<file path="config.mk">
export PLATFORM = sky130hd
export DESIGN_NAME = ram_rw_s_arbiter
export DESIGN_NICKNAME = d
export VERILOG_FILES = /design/src/rtl/ram_rw_s_arbiter.sv
export SDC_FILE = /design/constraint.sdc
export NUM_CORES = 1
export LEC_CHECK = 0
export BUFFER_PORTS_ARGS = -buffer_cell sky130_fd_sc_hd__buf_2
export CAP_MARGIN = 20
export CORE_ASPECT_RATIO = 0.75
export CORE_UTILIZATION = 40
export CTS_CLUSTER_DIAMETER = 60
export DETAILED_ROUTE_END_ITERATION = 10
export MAX_ROUTING_LAYER = met4
export PLACE_DENSITY = 0.76
export SLEW_MARGIN = 5
export SYNTH_ARGS = -nofsm -noshare
export SYNTH_HDL_FRONTEND = slang
export SYNTH_SLANG_ARGS = --single-unit
</file>
<file path="constraint.sdc">
create_clock -name clk -period 2.7 [get_ports clk]
set_input_delay 0.675 -clock clk [delete_from_list [all_inputs] [get_ports clk]]
set_output_delay 0.675 -clock clk [all_outputs]
set_load 0.005 [all_outputs]
</file>
<file path="src/rtl/ram_rw_s_arbiter.sv">
// Two-port (A/B) arbiter in front of a single-port RAM with asynchronous read.
// Round-robin grants with an optional lock that is capped at MAX_BURST cycles.
module ram_rw_s_arbiter #(
    parameter int DATA_WIDTH = 8,
    parameter int DEPTH      = 8,
    parameter int ADDR_WIDTH = 3,
    parameter int MAX_BURST  = 4
) (
    input  logic                  clk,
    input  logic                  rst,
    input  logic                  a_req,
    input  logic                  b_req,
    input  logic                  a_wr,
    input  logic                  b_wr,
    input  logic                  a_lock,
    input  logic                  b_lock,
    input  logic [ADDR_WIDTH-1:0] a_addr,
    input  logic [ADDR_WIDTH-1:0] b_addr,
    input  logic [DATA_WIDTH-1:0] a_wdata,
    input  logic [DATA_WIDTH-1:0] b_wdata,
    output logic                  a_gnt,
    output logic                  b_gnt,
    output logic                  a_rvalid,
    output logic                  b_rvalid,
    output logic [DATA_WIDTH-1:0] a_rdata,
    output logic [DATA_WIDTH-1:0] b_rdata,
    output logic                  a_err,
    output logic                  b_err,
    output logic                  ram_cs_n,
    output logic                  ram_wr_n,
    output logic [ADDR_WIDTH-1:0] ram_rw_addr,
    output logic [DATA_WIDTH-1:0] ram_data_in,
    input  logic [DATA_WIDTH-1:0] ram_data_out,
    output logic                  busy
);

    typedef enum logic [1:0] {
        IDLE  = 2'd0,
        OWN_A = 2'd1,
        OWN_B = 2'd2
    } state_t;

    localparam logic [3:0]            MAX_BURST_C = 4'(MAX_BURST);
    localparam logic [ADDR_WIDTH:0]   DEPTH_C     = (ADDR_WIDTH+1)'(DEPTH);

    state_t                state_q;
    logic                  rr_q;
    logic [3:0]            bcnt_q;
    logic                  a_rvalid_q, b_rvalid_q;
    logic                  a_err_q, b_err_q;
    logic [DATA_WIDTH-1:0] a_rdata_q, b_rdata_q;

    logic                  gnt_a, gnt_b;
    logic                  sel_wr;
    logic [ADDR_WIDTH-1:0] sel_addr;
    logic [DATA_WIDTH-1:0] sel_wdata;
    logic                  in_range;
    logic                  ram_cs;

    // Grant selection; reset forces both grants low so nothing reaches the RAM
    always_comb begin
        gnt_a = 1'b0;
        gnt_b = 1'b0;
        if (rst) begin
            gnt_a = 1'b0;
            gnt_b = 1'b0;
        end else begin
            case (state_q)
                OWN_A: begin
                    if (a_req) begin
                        if (!b_req || (a_lock && (bcnt_q < MAX_BURST_C))) gnt_a = 1'b1;
                        else                                             gnt_b = 1'b1;
                    end else begin
                        gnt_b = b_req;
                    end
                end
                OWN_B: begin
                    if (b_req) begin
                        if (!a_req || (b_lock && (bcnt_q < MAX_BURST_C))) gnt_b = 1'b1;
                        else                                             gnt_a = 1'b1;
                    end else begin
                        gnt_a = a_req;
                    end
                end
                default: begin
                    if (a_req && b_req) begin
                        gnt_a = ~rr_q;
                        gnt_b = rr_q;
                    end else begin
                        gnt_a = a_req;
                        gnt_b = b_req;
                    end
                end
            endcase
        end
    end

    assign sel_wr    = gnt_b ? b_wr    : a_wr;
    assign sel_addr  = gnt_b ? b_addr  : a_addr;
    assign sel_wdata = gnt_b ? b_wdata : a_wdata;
    assign in_range  = ({1'b0, sel_addr} < DEPTH_C);
    assign ram_cs    = (gnt_a | gnt_b) & in_range;

    assign ram_cs_n    = ~ram_cs;
    assign ram_wr_n    = ~(ram_cs & sel_wr);
    assign ram_rw_addr = ram_cs ? sel_addr  : {ADDR_WIDTH{1'b0}};
    assign ram_data_in = ram_cs ? sel_wdata : {DATA_WIDTH{1'b0}};

    // Ownership FSM, burst counter, round-robin pointer and read/error return path
    always_ff @(posedge clk) begin
        if (rst) begin
            state_q    <= IDLE;
            rr_q       <= 1'b0;
            bcnt_q     <= 4'd0;
            a_rvalid_q <= 1'b0;
            b_rvalid_q <= 1'b0;
            a_err_q    <= 1'b0;
            b_err_q    <= 1'b0;
            a_rdata_q  <= {DATA_WIDTH{1'b0}};
            b_rdata_q  <= {DATA_WIDTH{1'b0}};
        end else begin
            a_rvalid_q <= gnt_a & ram_cs & ~sel_wr;
            b_rvalid_q <= gnt_b & ram_cs & ~sel_wr;
            a_err_q    <= gnt_a & ~in_range;
            b_err_q    <= gnt_b & ~in_range;
            if (gnt_a && ram_cs && !sel_wr) a_rdata_q <= ram_data_out;
            else                            a_rdata_q <= a_rdata_q;
            if (gnt_b && ram_cs && !sel_wr) b_rdata_q <= ram_data_out;
            else                            b_rdata_q <= b_rdata_q;
            if (gnt_a) begin
                state_q <= OWN_A;
                rr_q    <= 1'b1;
                if (state_q == OWN_A) bcnt_q <= (bcnt_q == 4'd15) ? 4'd15 : bcnt_q + 4'd1;
                else                  bcnt_q <= 4'd1;
            end else if (gnt_b) begin
                state_q <= OWN_B;
                rr_q    <= 1'b0;
                if (state_q == OWN_B) bcnt_q <= (bcnt_q == 4'd15) ? 4'd15 : bcnt_q + 4'd1;
                else                  bcnt_q <= 4'd1;
            end else begin
                state_q <= IDLE;
                rr_q    <= rr_q;
                bcnt_q  <= 4'd0;
            end
        end
    end

    // Reset also masks the registered outputs during the reset cycle itself
    assign a_gnt    = gnt_a;
    assign b_gnt    = gnt_b;
    assign a_rvalid = a_rvalid_q & ~rst;
    assign b_rvalid = b_rvalid_q & ~rst;
    assign a_err    = a_err_q & ~rst;
    assign b_err    = b_err_q & ~rst;
    assign a_rdata  = rst ? {DATA_WIDTH{1'b0}} : a_rdata_q;
    assign b_rdata  = rst ? {DATA_WIDTH{1'b0}} : b_rdata_q;
    assign busy     = (state_q != IDLE) & ~rst;

endmodule

</file>
After elaboration in Yosys (flattened, before gate mapping)
Index checks and enable logic that the tools add are counted.

word-level totals
  flip-flop bits (word level) = 25
  logic and storage cells = 72
  input bits = 38
  output and inout port bits = 36

operators by class
  mux-type cells = 30
  bitwise logic cells = 14
  $lt $le $gt $ge = 1
  equal/unequal tests = 3
  reduce and logical (&&, ||, !) cells = 15
  add/sub/neg operators = 1

operator list
  cell                                                 number
  2-to-1 mux 8 bit                                     4
  2-to-1 mux 4 bit                                     5
  2-to-1 mux 1 bit                                     16
  AND 1 bit                                            8
  logical AND 1 bit                                    7
  2-to-1 mux 3 bit                                     2
  NOT 1 bit                                            5
  adder 4 x 1 -> 4 bit, second input constant          1
  equality test 4 bit, second input constant           1
  < comparator 4 x 3 -> 1 bit, second input constant   1
  case mux 1 bit (2 select lines)                      2
  nonzero test 2 bit                                   2
  logical NOT 1 bit                                    3
  equality test 2 x 1 -> 1 bit, second input constant  1
  equality test 2 bit, second input constant           1
  logical OR 1 bit                                     2
  2-to-1 mux 2 bit                                     1
  OR reduction 2 bit                                   1
  OR 1 bit                                             1

Longest topological paths before layout
Gate-level depths: netlist (run 1).

  word-level depth = 10
  depth in mapped cells = 9
  gate-level depth less buffers = 7

Worst setup path before layout (run 1)
Ideal clock, no wire load.

  path type = input to output
  start = in a_lock
  end = out ram_data_in[0]
  stages on the path = 7
  data required time = 2.025 ns
  setup slack = 0.065 ns
  buffers on the path = 2
  data arrival time = 1.960 ns
  path through = nor4bb_1 -> o21a_1 -> a211oi_4 -> buf_2 -> nor3_2 -> buf_2 -> a22o_1

between the ends
  word-level cells in the longest chain between the ends = 8
  elaborated cells between the ends (all ways) = 13
  those cells by class = 10 x mux; 1 x bitwise; 2 x reduce/logical

RTL lines
  element                                              RTL line  RTL
  start: declaration                                   15        input logic a_lock,
  logical AND 1 bit *                                  71        if (!b_req || (a_lock && (bcnt_q < MAX_BURST_C))) gnt_a = 1'b1;
  logical OR 1 bit *                                   71
  2-to-1 mux 1 bit                                     71
  2-to-1 mux 1 bit                                     70        if (a_req) begin
  case mux 1 bit (2 select lines)                      68        case (state_q)
  2-to-1 mux 1 bit                                     64        if (rst) begin
  2-to-1 mux 8 bit / OR 1 bit (equally long branches)  100, 102
  2-to-1 mux 8 bit *                                   107       assign ram_data_in = ram_cs ? sel_wdata : {DATA_WIDTH{1'b0}};
  end: declaration                                     32        output logic [DATA_WIDTH-1:0] ram_data_in,

Mark *: on every way between the ends. The rest lies on a longest branch, timed or not.

Final worst setup path (run 1)
  start = in a_req
  end = out ram_data_in[4]

between the ends
  word-level cells in the longest chain between the ends = 8
  elaborated cells between the ends (all ways) = 18
  those cells by class = 14 x mux; 1 x bitwise; 3 x reduce/logical

RTL lines
  element                                              RTL line  RTL
  start: declaration                                   11        input logic a_req,
  logical NOT 1 bit                                    79        if (!a_req || (b_lock && (bcnt_q < MAX_BURST_C))) gnt_b = 1'b1;
  logical OR 1 bit                                     79
  2-to-1 mux 1 bit                                     79
  2-to-1 mux 1 bit                                     78        if (b_req) begin
  case mux 1 bit (2 select lines)                      68
  2-to-1 mux 1 bit                                     64
  2-to-1 mux 8 bit / OR 1 bit (equally long branches)  100, 102
  2-to-1 mux 8 bit *                                   107

Marked as above.

==> flow_summary_export.csv, run 1 <==
group,metric,value,unit
worst_setup_path,endpoint_kind,"primary output",
worst_setup_path,critical_path_class,"in -> out",
routing,routed_wl,3.24,mm
global_routing,grt_pass1_vias,977,
synth,synthCells,142,
global_routing,grt_pass1_wl,4.41,mm
global_routing,met1_usage,0.203,
sta,clock_skew,8.94,ps
pwr,power_density,584,mW/mm2
synth,synth_seq_area_share,0.363,
clock_network,numCtsBuffers,3,
die,fp.coreArea,0.00329,mm2
die,die_area,0.00368,mm2
synth,async_flop_share,0,
layout,fillers,284,
clock_network,ctsRootBufferMaster,"clkbuf_8",
global_routing,grt-ovfl-total,0,
die,fp.dieH,52.8,um
routing,avgRoutedWirePerCell,12.5,um
pwr,irDropWorstVdd,0.351,mV
synth,yosys-top-cells-count,"dfxtp_1, nor2b_1, nor2_1",
die,start_util,0.419,
layout,final_core_util,0.605,
routing,vias,1274,
place,numPortBuffers,71,
global_routing,grtUsageMet2,0.247,
layout,layout-drive-gt1-share,0.541,
sta,slew_headroom,0.661,
layout,fin_area,0.00199,mm2
clock_network,htreeDepth,1,
place,routabilityCongestion,0.748,
sta,period_minus_slack,2670,ps
synth,synth.area.mux_share,0.140,
global_routing,grt_busiest_layer,"met2",
worst_setup_path,worstPathMaxFanout,6,
synth,synth-main-ff-cell,"dfxtp_1",
die,pin_count,74,
synth,synth_warnings,0,
routing,dr.pass1.iters,4,
sta,fin_crit_sh,0.988,
sta,grt_setup_unrepaired,"true",
synth,syn_area_per_cell,9.70,um2
worst_setup_path,critPathRequiredTime,2030,ps
clock_network,cts.path.max_buffers,2,
pwr,finalPower,1160,uW
die,row_count,18,
sta,worst_pin_slew,508,ps
layout,final_nets,263,
sta,setup_viol,0,
routing,antenna_left,0,
pwr,p_leak,0.00103,uW
place,placed_area,0.00177,mm2
synth,syn_area,0.00138,mm2
synth,synth_edf_count,0,
synth,ys_ff_latch,25,
routing,initialDrtViolationCount,48,
synth,synth-compound-area-share,0.189,
synth,synth-xor-area-share,0,
clock_network,clkTransAtPathRegs,80,ps
layout,areaGrowthSynthToFinish,44.5,%
global_routing,grt_max_degree,34,
synth,synth_top_area_cell,"dfxtp_1",
clock_network,cts_hold_buf,0,
synth,yosys.cell_types.count,39,
synth,synth_top_family_by_area,"simple AND/OR/NAND/NOR gates",
layout,n_antenna_cell,0,
sta,fmax,375,MHz
worst_setup_path,rrSetupSlack,420,ps
outcome,outcome,"finished clean",
die,die_w,69.8,um
synth,synth_area_leaders,"dfxtp_1, nor2b_1, a22o_1, mux2_2, mux2i_1",
worst_setup_path,cp-start-kind,"primary input",
clock_network,clock_sinks,25,
global_routing,use_met3,0.0442,
layout,multiInputGateArea,887,um2
worst_hold_path,hp-class,"reg -> reg",
worst_setup_path,crit_slowest_cell,"a211oi_4",
worst_setup_path,worst_ep_arrival_time,1990,ps
routing,drc,0,
worst_setup_path,max_stage_delay,250,ps
layout,seqCellArea,504,um2
clock_network,cts_tree,"done",
synth,synth_fa_ha_area_frac,0.0363,
global_routing,grt_util_all_layers,0.156,
worst_setup_path,worstPathCellList,"buf_6, nor4bb_2, o21a_1, a211oi_4, nor3_2, buf_6, a22o_1, buf_2",
run,maxCapViolations,0,
sta,hold_viol,0,
sta,slew_viol_final,0,
global_routing,antenna_found_initial,0,
sta,holdWs,492,ps
routing,vias_per_cell,4.90,
place,hpwl,2.27,mm
clock_network,clk_latency,270,ps
worst_setup_path,cpMostUsedCell,"buf_6",
synth,yosys.area_share.simple,0.208,
synth,yosysMostFrequentCell,"dfxtp_1",
synth,netlist.area_leader.share,0.363,
[final cells by class]
| class | count | share of cell area |
|---|---|---|
| timing repair buffer | 83 | 0.240 |
| tap | 40 | 0.0251 |
| clock inverter | 1 | 0.00377 |
| clock buffer | 3 | 0.0207 |
| inverter | 6 | 0.0113 |
| sequential | 25 | 0.253 |
| multi-input combinational | 102 | 0.446 |
[cells by family after synthesis]
family,Yosys count
multiplexers,17
AO/OA/AOI/OAI,29
flip-flops,25
AND/OR/NAND/NOR,50
adder cells (fa/ha/maj),4
other,1
buffers and inverters,16
[per-stage QoR]
step,cells,setup WS [ps],TNS [ps]
CTS,254,28.1,0
detailed placement,250,17.9,0
finish,260,33.1,0
floorplan,143,65.1,0
global placement,250,28.9,0
global route,260,-61.6,-402
[layout by cell type (no fill, tap or decap), types with 3 or more instances in the layout]
cell type	Yosys	routed
dfxtp_2	0	3
mux2_2	8	8
nor2b_1	18	18
o211a_1	3	3
inv_2	0	3
buf_4	3	10
buf_6	1	6
nor2_1	15	14
inv_1	6	3
buf_2	4	67
a22o_1	11	11
mux2i_1	8	8
dfxtp_1	25	22
ha_4	0	3
clkbuf_8	0	3
[metal layers]
layer | vias up | routed length, um
li1 | 662 | -
met1 | 581 | 1560
met2 | 27 | 1540
met3 | 4 | 128
met4 | 0 | 8
met5 | - | 0
[flip-flops by register name, summed over array words and instances, names as in the netlist]
signal,count
a_rdata_q,8
b_rdata_q,8
bcnt_q,4
state_q,2
a_rvalid_q,1
b_rvalid_q,1
rr_q,1
[critical path: cells and delay by family]
kind,cells,cell delay [ps]
compound gates,3,690
simple gates,2,240
buf+inv,3,380
[final timing paths]
path	from	end	depth (start not counted)
hold / removal	b_rdata_q[2]$_SDFFE_PP0P_	b_rdata_q[2]$_SDFFE_PP0P_	2
hold reg to reg	b_rdata_q[2]$_SDFFE_PP0P_	b_rdata_q[2]$_SDFFE_PP0P_	2
setup / recovery	a_req	ram_data_in[4]	8
setup reg to reg	state_q[0]$_SDFF_PP0_	a_rdata_q[2]$_SDFFE_PP0P_	8
[where the power goes]
group,internal [uW],switching [uW],total [uW]
sequential,417,22.3,439
combinational,267,237,503
clock,104,115,219
[what timing repair did]
| action | CTS | global route |
|---|---|---|
| cloned | 0 | 1 |
| resized for setup | 6 | 25 |
| hold endpoints to repair | 0 | 0 |
| setup endpoints to repair | 12 | 12 |
| setup buffers | 0 | 5 |
| pin swaps | 1 | 10 |
No activity file was read; power rests on OpenSTA's default activity.
==> inputs of run 2 (changes only) <==
Settings changed: REMOVE_ABC_BUFFERS set to 1.
==> run 2 against run 1 <==
Register-to-register slack gained 30 ps. Final cell count unchanged. Worst hold slack better by 6.8 ps. Via count up 2.4%. Highest routed layer is now met3. Sequential share of layout area rose by 0.30 points. Non-clock buffer count is the same. Combinational power is 3% lower. Core utilization down 0.57 points. Clock power is 2% lower. Power shrank 1.7%. Fmax up 1.1%. Die area is the same.
==> flow_summary_export.csv, run 2 (synthesis results as in run 1) <==
group,metric,value,unit
outcome,outcome,"finished clean",
sta,slew_viol_final,0,
layout,final_nets,263,
run,maxCapViolations,0,
pwr,irDropWorstVdd,0.437,mV
clock_network,clkTransAtPathRegs,80,ps
sta,hold_viol,0,
global_routing,grt_max_degree,36,
routing,vias_per_cell,5.02,
worst_setup_path,critPathRequiredTime,2030,ps
layout,fillers,294,
die,die_area,0.00368,mm2
routing,routed_wl,3.30,mm
die,start_util,0.419,
worst_setup_path,endpoint_kind,"primary output",
worst_setup_path,cp-start-kind,"primary input",
layout,areaGrowthSynthToFinish,43.1,%
routing,vias,1305,
pwr,power_density,579,mW/mm2
routing,initialDrtViolationCount,52,
layout,layout-drive-gt1-share,0.541,
worst_hold_path,hp-class,"reg -> reg",
place,hpwl,2.44,mm
worst_setup_path,worstPathMaxFanout,6,
clock_network,cts_tree,"done",
sta,fin_tns_setup,0,ps
worst_setup_path,worstPathCellList,"buf_2, inv_1, o211ai_1, buf_4, a211oi_4, nor3_2, buf_4, a22o_1, buf_2",
worst_setup_path,crit_slowest_cell,"a211oi_4",
sta,setup_viol,0,
sta,clock_skew,2.12,ps
global_routing,grt_pass1_wl,4.89,mm
sta,fmax,379,MHz
die,fp.coreArea,0.00329,mm2
global_routing,grt_pass1_vias,1086,
global_routing,grt_util_all_layers,0.176,
pwr,p_leak,0.00103,uW
routing,drc,0,
routing,avgRoutedWirePerCell,12.7,um
layout,fin_area,0.00197,mm2
worst_setup_path,critical_path_class,"in -> out",
clock_network,clk_latency,260,ps
layout,n_antenna_cell,0,
global_routing,grt-ovfl-total,0,
die,fp.dieH,52.8,um
routing,dr.pass1.iters,4,
layout,final_core_util,0.600,
layout,final_common_cell,"buf_2",
clock_network,clock_sinks,25,
worst_setup_path,worst_ep_arrival_time,1960,ps
clock_network,ctsRootBufferMaster,"clkbuf_8",
clock_network,numCtsBuffers,3,
place,numPortBuffers,71,
worst_setup_path,max_stage_delay,260,ps
die,pin_count,74,
clock_network,htreeDepth,1,
routing,antenna_left,0,
sta,period_minus_slack,2640,ps
place,placed_area,0.00177,mm2
die,row_count,18,
pwr,finalPower,1140,uW
layout,final_cell_mix,"buf_2, dfxtp_1, nor2b_1",
die,die_w,69.8,um
place,routabilityCongestion,0.875,
sta,fin_crit_sh,0.977,
global_routing,antenna_found_initial,0,
layout,largest_registers,"a_rdata_q: 8 flops, b_rdata_q: 8 flops, bcnt_q: 4 flops",
clock_network,cts.path.max_buffers,2,
## run 2: cell count changes in the layout (fill, tap and decap cells not counted), sizes merged
cell	previous run	this run
clkinvlp	1	0
clkinv	0	1
## run 2: report_power, final
group	internal (uW)	leakage, uW	switching [uW]
Clock	103	0.0000255	112
Sequential	417	0.000206	21.1
Combinational	264	0.000797	225
## run 2: area by class of cell
class	count	area [um2]	share of cell area
Clock inverter	1	5.00	0.00254
Clock buffer	3	41.3	0.0209
Multi-Input combinational cell	102	876	0.444
Timing Repair Buffer	83	472	0.239
Sequential cell	25	505	0.256
Inverter	6	22.5	0.0114
Tap cell	40	50.0	0.0254
## run 2: worst max-delay path, delay by kind of cell
kind,cells,cell delay [ps]
AO/OA/AOI/OAI,3,530
buffers and inverters,5,670
AND/OR/NAND/NOR,1,80
## run 2: repair_timing
action | 4_1_cts | 5_1_grt
gates resized for setup | 6 | 21
pin swaps | 1 | 8
hold buffers | 0 | 0
endpoints found under the setup margin | 11 | 12
cloned | 0 | 1
setup buffers | 0 | 5
## run 2: per-layer routing
metal | track usage | vias to the layer above | share of wire
met2 | 0.316 | 58 | 0.48
met4 | 0.0200 | 0 | 0
met3 | 0.0519 | 0 | 0.081
li1 | - | 654 | -
met1 | 0.203 | 593 | 0.43
met5 | - | - | 0
## run 2: worst paths after layout
path / start / end / slack [ps] / depth (start not counted)
max: a_req / ram_data_in[6] / 60 / 9
min: b_rdata_q[6]$_SDFFE_PP0P_ / b_rdata_q[6]$_SDFFE_PP0P_ / 500 / 2
max reg2reg: state_q[0]$_SDFF_PP0_ / a_rdata_q[6]$_SDFFE_PP0P_ / 450 / 8
min reg2reg: b_rdata_q[6]$_SDFFE_PP0P_ / b_rdata_q[6]$_SDFFE_PP0P_ / 500 / 2
## run 2: stage by stage
step / std cells / hold WS (ps) / worst slack, ps
CTS: 254 / 486 / 22.3
finish: 260 / 499 / 61.5
floorplan: 133 / 439 / -66.3
global route: 260 / 523 / -21.7
global placement: 250 / 465 / 40.5
detailed placement: 250 / 474 / 35.0
